### config.mk
export PLATFORM = sky130hd
export DESIGN_NAME = alu_rs
export DESIGN_NICKNAME = d
export VERILOG_FILES = /design/src/rtl/alu_rs.sv
export SDC_FILE = /design/constraint.sdc
export NUM_CORES = 2
export LEC_CHECK = 0
export ABC_CLOCK_PERIOD_IN_PS = 4200
export CELL_PAD_IN_SITES_DETAIL_PLACEMENT = 1
export CELL_PAD_IN_SITES_GLOBAL_PLACEMENT = 1
export CORE_MARGIN = 5
export CORE_UTILIZATION = 35
export DETAILED_ROUTE_END_ITERATION = 12
export PLACE_DENSITY = 0.68
export SYNTH_ARGS = -nofsm -noshare
export SYNTH_HDL_FRONTEND = slang
export SYNTH_SLANG_ARGS = --single-unit
### constraint.sdc
create_clock -name clk -period 4.2 [get_ports clk]
set_input_delay 0.63 -clock clk [delete_from_list [all_inputs] [get_ports clk]]
set_output_delay 0.63 -clock clk [all_outputs]
set_load 0.02 [all_outputs]
### src/rtl/alu_rs.sv
// alu_rs: reservation station for integer/branch ops. Buffers dispatched
// ops until both operands are known (snooping the ALU and LSB CDB ports),
// then issues at most one ready op per cycle on registered outputs that
// feed the combinational ALU. ROB index 0 means "no tag / operand ready".
module alu_rs #(
    parameter int RS_SIZE   = 16,
    parameter int OPT_W     = 6,
    parameter int ROB_IDX_W = 4
) (
    input  logic                 clk,
    input  logic                 rst,
    input  logic                 rdy,
    input  logic                 rollback,

    input  logic                 disp_valid,
    input  logic [OPT_W-1:0]     disp_opt,
    input  logic [31:0]          disp_val1,
    input  logic [ROB_IDX_W-1:0] disp_q1,
    input  logic [31:0]          disp_val2,
    input  logic [ROB_IDX_W-1:0] disp_q2,
    input  logic [31:0]          disp_imm,
    input  logic [ROB_IDX_W-1:0] disp_rob_idx,

    input  logic                 cdb_alu_valid,
    input  logic [ROB_IDX_W-1:0] cdb_alu_src,
    input  logic [31:0]          cdb_alu_val,
    input  logic                 cdb_lsb_valid,
    input  logic [ROB_IDX_W-1:0] cdb_lsb_src,
    input  logic [31:0]          cdb_lsb_val,

    output logic                 rs_full,
    output logic                 rs_valid,
    output logic [OPT_W-1:0]     rs_opt,
    output logic [31:0]          rs_val1,
    output logic [31:0]          rs_val2,
    output logic [31:0]          rs_imm,
    output logic [ROB_IDX_W-1:0] rs_rob_idx
);

    localparam int IDX_W = $clog2(RS_SIZE);
    localparam int CNT_W = IDX_W + 1;

    // Entry storage: busy/count are control state, the rest is payload.
    logic [RS_SIZE-1:0]   busy;
    logic [OPT_W-1:0]     e_opt [RS_SIZE];
    logic [31:0]          e_v1  [RS_SIZE];
    logic [ROB_IDX_W-1:0] e_q1  [RS_SIZE];
    logic [31:0]          e_v2  [RS_SIZE];
    logic [ROB_IDX_W-1:0] e_q2  [RS_SIZE];
    logic [31:0]          e_imm [RS_SIZE];
    logic [ROB_IDX_W-1:0] e_rob [RS_SIZE];
    logic [CNT_W-1:0]     count;

    logic                 free_found;
    logic [IDX_W-1:0]     free_idx;
    logic                 issue;
    logic [IDX_W-1:0]     sel_idx;
    logic                 disp_accept;
    logic [31:0]          d_v1, d_v2;
    logic [ROB_IDX_W-1:0] d_q1, d_q2;

    // A tag only matches a CDB port when it is a real (nonzero) tag.
    function automatic logic alu_hit(input logic [ROB_IDX_W-1:0] q);
        return (q != '0) && cdb_alu_valid && (cdb_alu_src == q);
    endfunction

    function automatic logic lsb_hit(input logic [ROB_IDX_W-1:0] q);
        return (q != '0) && cdb_lsb_valid && (cdb_lsb_src == q);
    endfunction

    assign rs_full     = (count == CNT_W'(RS_SIZE));
    assign disp_accept = disp_valid && !rs_full;

    // Find the lowest free slot and the lowest ready slot (state at cycle start).
    always_comb begin
        // NOTE: every always_comb output gets a default first so no latch is inferred.
        free_found = 1'b0;
        free_idx   = '0;
        issue      = 1'b0;
        sel_idx    = '0;
        // Descending scan so the last hit (lowest index) wins.
        for (int i = RS_SIZE - 1; i >= 0; i--) begin
            if (!busy[i]) begin
                free_found = 1'b1;
                free_idx   = IDX_W'(i);
            end
            if (busy[i] && (e_q1[i] == '0) && (e_q2[i] == '0)) begin
                issue   = 1'b1;
                sel_idx = IDX_W'(i);
            end
        end
    end

    // Dispatch-time forwarding from a same-cycle CDB broadcast; ALU port first.
    always_comb begin
        d_v1 = disp_val1;
        d_q1 = disp_q1;
        d_v2 = disp_val2;
        d_q2 = disp_q2;
        if (alu_hit(disp_q1)) begin
            d_v1 = cdb_alu_val;
            d_q1 = '0;
        end else if (lsb_hit(disp_q1)) begin
            d_v1 = cdb_lsb_val;
            d_q1 = '0;
        end
        if (alu_hit(disp_q2)) begin
            d_v2 = cdb_alu_val;
            d_q2 = '0;
        end else if (lsb_hit(disp_q2)) begin
            d_v2 = cdb_lsb_val;
            d_q2 = '0;
        end
    end

    // Control state and issue registers: flush on rst/rollback, hold when !rdy.
    always_ff @(posedge clk) begin
        // NOTE: sequential state uses non-blocking assignments so all flops update together.
        if (rst || rollback) begin
            busy       <= '0;
            count      <= '0;
            rs_valid   <= 1'b0;
            rs_opt     <= '0;
            rs_val1    <= '0;
            rs_val2    <= '0;
            rs_imm     <= '0;
            rs_rob_idx <= '0;
        end else if (rdy) begin
            if (issue) begin
                busy[sel_idx] <= 1'b0;
                rs_valid      <= 1'b1;
                rs_opt        <= e_opt[sel_idx];
                rs_val1       <= e_v1[sel_idx];
                rs_val2       <= e_v2[sel_idx];
                rs_imm        <= e_imm[sel_idx];
                rs_rob_idx    <= e_rob[sel_idx];
            end else begin
                rs_valid   <= 1'b0;
                rs_opt     <= '0;
                rs_val1    <= '0;
                rs_val2    <= '0;
                rs_imm     <= '0;
                rs_rob_idx <= '0;
            end
            // The free slot is never the issuing slot (that one is busy).
            if (disp_accept && free_found) begin
                busy[free_idx] <= 1'b1;
            end
            count <= count + CNT_W'(disp_accept) - CNT_W'(issue);
        end
    end

    // Entry payload: CDB wakeup of busy entries and writing of a dispatched entry.
    always_ff @(posedge clk) begin
        // NOTE: payload arrays are not reset; busy alone decides whether an entry is live.
        if (!rst && !rollback && rdy) begin
            for (int i = 0; i < RS_SIZE; i++) begin
                if (busy[i]) begin
                    if (alu_hit(e_q1[i])) begin
                        e_v1[i] <= cdb_alu_val;
                        e_q1[i] <= '0;
                    end else if (lsb_hit(e_q1[i])) begin
                        e_v1[i] <= cdb_lsb_val;
                        e_q1[i] <= '0;
                    end
                    if (alu_hit(e_q2[i])) begin
                        e_v2[i] <= cdb_alu_val;
                        e_q2[i] <= '0;
                    end else if (lsb_hit(e_q2[i])) begin
                        e_v2[i] <= cdb_lsb_val;
                        e_q2[i] <= '0;
                    end
                end
            end
            if (disp_accept && free_found) begin
                e_opt[free_idx] <= disp_opt;
                e_v1[free_idx]  <= d_v1;
                e_q1[free_idx]  <= d_q1;
                e_v2[free_idx]  <= d_v2;
                e_q2[free_idx]  <= d_q2;
                e_imm[free_idx] <= disp_imm;
                e_rob[free_idx] <= disp_rob_idx;
            end
        end
    end

endmodule

==> metrics.txt <==
# TYPE chip_impl_metric gauge
chip_impl_info{name="r2r_end",value="rs_val2[29]"} 1
chip_impl_info{name="synthDominantAreaCellType",value="edfxtp_1"} 1
chip_impl_metric{name="yosys_warnings",unit=""} 0
chip_impl_metric{name="vdd.ir_drop.worst",unit="µV"} 348
chip_impl_metric{name="final_critical_delay_including_setup_and_external_delays",unit="ps"} 4120
chip_impl_metric{name="initial_utilization",unit="%"} 35.1
chip_impl_metric{name="worst_ep_arrival_time",unit="ps"} 4940
chip_impl_metric{name="synth_edf_count",unit=""} 1824
chip_impl_metric{name="internal_power",unit="mW"} 33.3
chip_impl_metric{name="ys_seq_area_share",unit="%"} 58.7
chip_impl_metric{name="maxClockFrequency",unit="MHz"} 243
chip_impl_info{name="endpoint_kind",value="flip-flop"} 1
chip_impl_metric{name="finalHoldViolations",unit=""} 0
chip_impl_metric{name="num-nets-final",unit=""} 9114
chip_impl_metric{name="grt_antenna_before_repair",unit=""} 19
chip_impl_metric{name="power.static_leakage",unit="nW"} 35.0
chip_impl_metric{name="path_clk_slew",unit="ps"} 60
chip_impl_metric{name="area_delta_synth_final",unit="%"} 19.1
chip_impl_info{name="critical_path.top_delay_family",value="compound AO/OA/AOI/OAI gates"} 1
chip_impl_info{name="start_kind",value="flip-flop"} 1
chip_impl_metric{name="area_of_the_die",unit="mm²"} 0.290
chip_impl_info{name="timing_worst_setup_path_type",value="flip-flop to flip-flop"} 1
chip_impl_metric{name="final-seq-area",unit="mm²"} 0.0573
chip_impl_info{name="cell_types_occupying_the_most_area_after_synthesis",value="edfxtp_1 56%, mux2i_1 12%, nand2_1 4.9%, o21ai_0 3.9%, o22ai_1 2.7%"} 1
chip_impl_metric{name="htreeDepth",unit=""} 4
chip_impl_info{name="ctsRootBufferMaster",value="clkbuf_16"} 1
chip_impl_info{name="worstPathCellList",value="nor4_4, nand3_1, o211a_1, o21ai_2, buf_4, a21oi_1, nand3_4, buf_12, buf_6, o221ai_1, a211oi_1, o2111ai_1, nand2_1"} 1
chip_impl_metric{name="residual_drc_count",unit=""} 0
chip_impl_metric{name="grt_max_degree",unit=""} 118
chip_impl_metric{name="sum_of_internal_switching_and_leakage_power",unit="mW"} 43.3
chip_impl_metric{name="clock_power_share",unit="%"} 45.5
chip_impl_metric{name="seq_power_share",unit="%"} 49.1
chip_impl_metric{name="drt_first_iter_violations",unit=""} 11000
chip_impl_metric{name="worst_slew_pin_slew",unit="ps"} 1370
chip_impl_metric{name="port_buffers",unit=""} 300
chip_impl_metric{name="asr_flop_ratio_synth",unit="%"} 0
chip_impl_metric{name="place.gp.congestion",unit=""} 0.899
chip_impl_metric{name="boundaryPins",unit=""} 301
chip_impl_metric{name="crit_path_max_fanout",unit=""} 27
chip_impl_metric{name="final.setup.tns",unit="ps"} 0
chip_impl_metric{name="pd_cells",unit="mW/mm²"} 372
chip_impl_metric{name="synth_largest_type_area_fraction",unit="%"} 56.1
chip_impl_metric{name="timing.clock.skew",unit="ps"} 53.7
chip_impl_metric{name="cp.required",unit="ps"} 5020
chip_impl_info{name="crit_path_start",value="e_q2[15][0]"} 1
chip_impl_info{name="run_status",value="completed"} 1
chip_impl_metric{name="multi_input_comb_area",unit="mm²"} 0.0370
chip_impl_metric{name="timing.max_cap.violations",unit=""} 0
chip_impl_metric{name="crit_buf_inv",unit=""} 3
chip_impl_metric{name="clock_insertion_delay_worst_skew",unit="ps"} 910
chip_impl_metric{name="detail_route.first_pass.iterations",unit=""} 6
chip_impl_metric{name="fin_crit_sh",unit="%"} 98.0
chip_impl_metric{name="synth_area",unit="mm²"} 0.0977
chip_impl_metric{name="via_per_inst",unit=""} 6.42
chip_impl_metric{name="netSwitchingFraction",unit="%"} 23.2
chip_impl_info{name="synthMostInstantiatedCell",value="edfxtp_1"} 1
chip_impl_metric{name="layout-drive-gt1-share",unit="%"} 11.6
chip_impl_metric{name="layout.cell_area.non_filler",unit="mm²"} 0.116
chip_impl_info{name="hold_path_class",value="flip-flop to flip-flop"} 1
chip_impl_metric{name="core.rowCount",unit=""} 194
chip_impl_metric{name="horiz_die_dim",unit="µm"} 538
chip_impl_info{name="timing.critical_path.slowest_stage_cell",value="edfxtp_1"} 1
chip_impl_metric{name="yosys_register_bits",unit=""} 1952
chip_impl_metric{name="tritoncts.num_buffers",unit=""} 219
chip_impl_metric{name="syn_area_per_cell",unit="µm²"} 11.1
chip_impl_metric{name="timing.reg2reg.setup_slack",unit="ps"} 80
chip_impl_metric{name="standard_cell_area_after_detailed_placement",unit="mm²"} 0.109
chip_impl_metric{name="final_core_util",unit="%"} 41.8
chip_impl_info{name="tritoncts",value="done"} 1
chip_impl_info{name="grt_setup_unrepaired",value="no"} 1
chip_impl_info{name="timing.critical_path.to",value="rs_val2[29]"} 1
chip_impl_metric{name="syn-num-nets",unit=""} 8966
chip_impl_metric{name="relSlewSlack",unit="%"} 7.99
chip_impl_metric{name="vias",unit=""} 82400
chip_impl_metric{name="worstSetupPathDepth",unit=""} 13
chip_impl_metric{name="grt_first_pass_wirelength",unit="µm"} 637000
chip_impl_metric{name="power.switching",unit="mW"} 10.0
chip_impl_metric{name="detail_route.wl_per_cell",unit="µm"} 35.9
chip_impl_info{name="reg2reg_from",value="e_q2[15][0]"} 1
chip_impl_metric{name="final_global_route_overflow_total",unit=""} 0
chip_impl_metric{name="portion_of_total_power_attributed_to_combinational_logic",unit="%"} 5.5
chip_impl_metric{name="grtUsageTotal",unit="%"} 30.4
chip_impl_info{name="post_synth_most_frequent_cells",value="1824 x edfxtp_1, 1273 x nand2_1, 1142 x mux2i_1"} 1
chip_impl_metric{name="finalWirelength",unit="µm"} 461000
chip_impl_metric{name="synth_cell_type_count",unit=""} 81
chip_impl_info{name="dominantRegCellSynth",value="edfxtp_1"} 1
chip_impl_metric{name="finalNonFillerCells",unit=""} 12800
chip_impl_metric{name="dp.final_hpwl",unit="µm"} 273000
chip_impl_metric{name="r2r_cells",unit=""} 13
chip_impl_metric{name="slowest_delay",unit="ps"} 470
chip_impl_metric{name="count_of_endpoints_failing_setup_in_the_final_report",unit=""} 0
chip_impl_metric{name="clkSinkCount",unit=""} 1952
chip_impl_metric{name="post-place-cells",unit=""} 12400
chip_impl_metric{name="instance_count_of_the_mapped_netlist",unit=""} 8766
chip_impl_metric{name="die_height",unit="µm"} 538
chip_impl_metric{name="floorplan.core_area",unit="mm²"} 0.279
chip_impl_metric{name="cts-root-to-sink-buffers",unit=""} 4
chip_impl_metric{name="grt_pass1_vias",unit=""} 83800
chip_impl_metric{name="timing.final.max_slew_violations",unit=""} 0
chip_impl_metric{name="filler_cell_count",unit=""} 29700
chip_impl_metric{name="drtAntennaViolNets",unit=""} 0
-- power groups by stage --
stage | Sequential, mW | Combinational, mW | Clock, mW
detailed placement | 21.7 | 2.29 | 0
finish | 21.3 | 2.36 | 19.7
global placement | 21.7 | 2.18 | 0
floorplan | 21.7 | 1.24 | 0
CTS | 21.3 | 2.30 | 19.7
global route | 21.2 | 2.49 | 20.6
-- final cells by class --
| cell class | instances | area share, % |
|---|---|---|
| antenna | 14 | 0.0301 |
| inverter | 28 | 0.163 |
| clock buffer | 287 | 5.14 |
| timing repair buffer | 878 | 8.59 |
| sequential | 1952 | 49.3 |
| clock inverter | 113 | 0.971 |
| multi-input combinational | 5835 | 31.8 |
| tap | 3724 | 4.01 |
-- routing by layer --
metal	global-route usage [%]	vias to the layer above	part of all wire [%]
met3	6.45	1624	11
li1	-	32900	-
met2	47.9	5726	45
met1	37.9	42200	37
met5	0	-	0.017
met4	19.9	14	7.8
-- layout by cell type, fill, tap and decap left out, drive strengths merged, types with 14 or more instances in the layout --
cell type / count
a22o: 18
a311o: 21
o22ai: 430
clkinv: 79
clkdlybuf4s50: 292
o31ai: 23
and2: 18
diode: 14
and3: 52
o21ai: 915
nor3: 80
a211oi: 16
or4: 16
mux2i: 1142
a32o: 23
nand4: 36
a31oi: 27
buf: 586
nand3: 121
o211ai: 23
a21oi: 304
xnor2: 153
edfxtp: 1824
nor2: 609
bufinv: 21
o221ai: 114
inv: 34
dfxtp: 128
clkbuf: 287
a32oi: 14
nor4: 134
xor2: 95
o22a: 31
o2111ai: 35
nand2: 1273
-- cell families (layout without fill, tap and decap cells) --
family | Yosys count | count (layout) | share of synthesized area, %
multiplexers | 1146 | 1146 | 11.7
AND/OR/NAND/NOR | 2377 | 2377 | 10.5
other | 0 | 14 | 0
XOR/XNOR | 248 | 248 | 2.22
adder cells (fa/ha/maj) | 7 | 7 | 0.0973
flip-flops | 1952 | 1952 | 58.7
AO/OA/AOI/OAI | 2057 | 2057 | 12.6
buffers and inverters | 979 | 1306 | 4.09
-- worst min path at each step --
stage / from / to / slack [ps] / cells after the start
after floorplan: count[3] / count[3] / 460 / 2
after global placement: rs_val1[0] / rs_val1[0] / 430 / 2
after detailed placement: rs_val1[0] / rs_val1[0] / 440 / 2
after CTS: rs_val1[0] / rs_val1[0] / 450 / 2
after global routing: rs_imm[19] / rs_imm[19] / 470 / 2
final: rs_imm[1] / rs_imm[1] / 440 / 2
-- registers in the layout (all words and copies together), names as in the netlist, 64 cells and up --
signal	count
e_v1	512
e_q2	64
e_imm	512
e_rob	64
e_v2	512
e_q1	64
e_opt	96
-- worst register-to-register path, delay by kind of cell (launching register included) --
family                 cells  cell delay [ps]
AO/OA/AOI/OAI              6             1620
buffers and inverters      3              880
flip-flops                 1              470
AND/OR/NAND/NOR            4             1090
-- timing repair --
item | CTS | global route
setup buffers | 0 | 0
resized for setup | 2 | 9
gates cloned | 0 | 0
endpoints found under the setup margin | 2 | 31
pin swaps | 0 | 1
hold buffers | 0 | 0
-- stage by stage --
stage,hold slack (ps),setup slack [ps]
after global routing,468,2.43
after global placement,430,-45.6
final,443,84.3
after CTS,446,6.60
after floorplan,463,73.2
after detailed placement,435,4.25
Note: power is estimated with default switching activity, not from simulation.
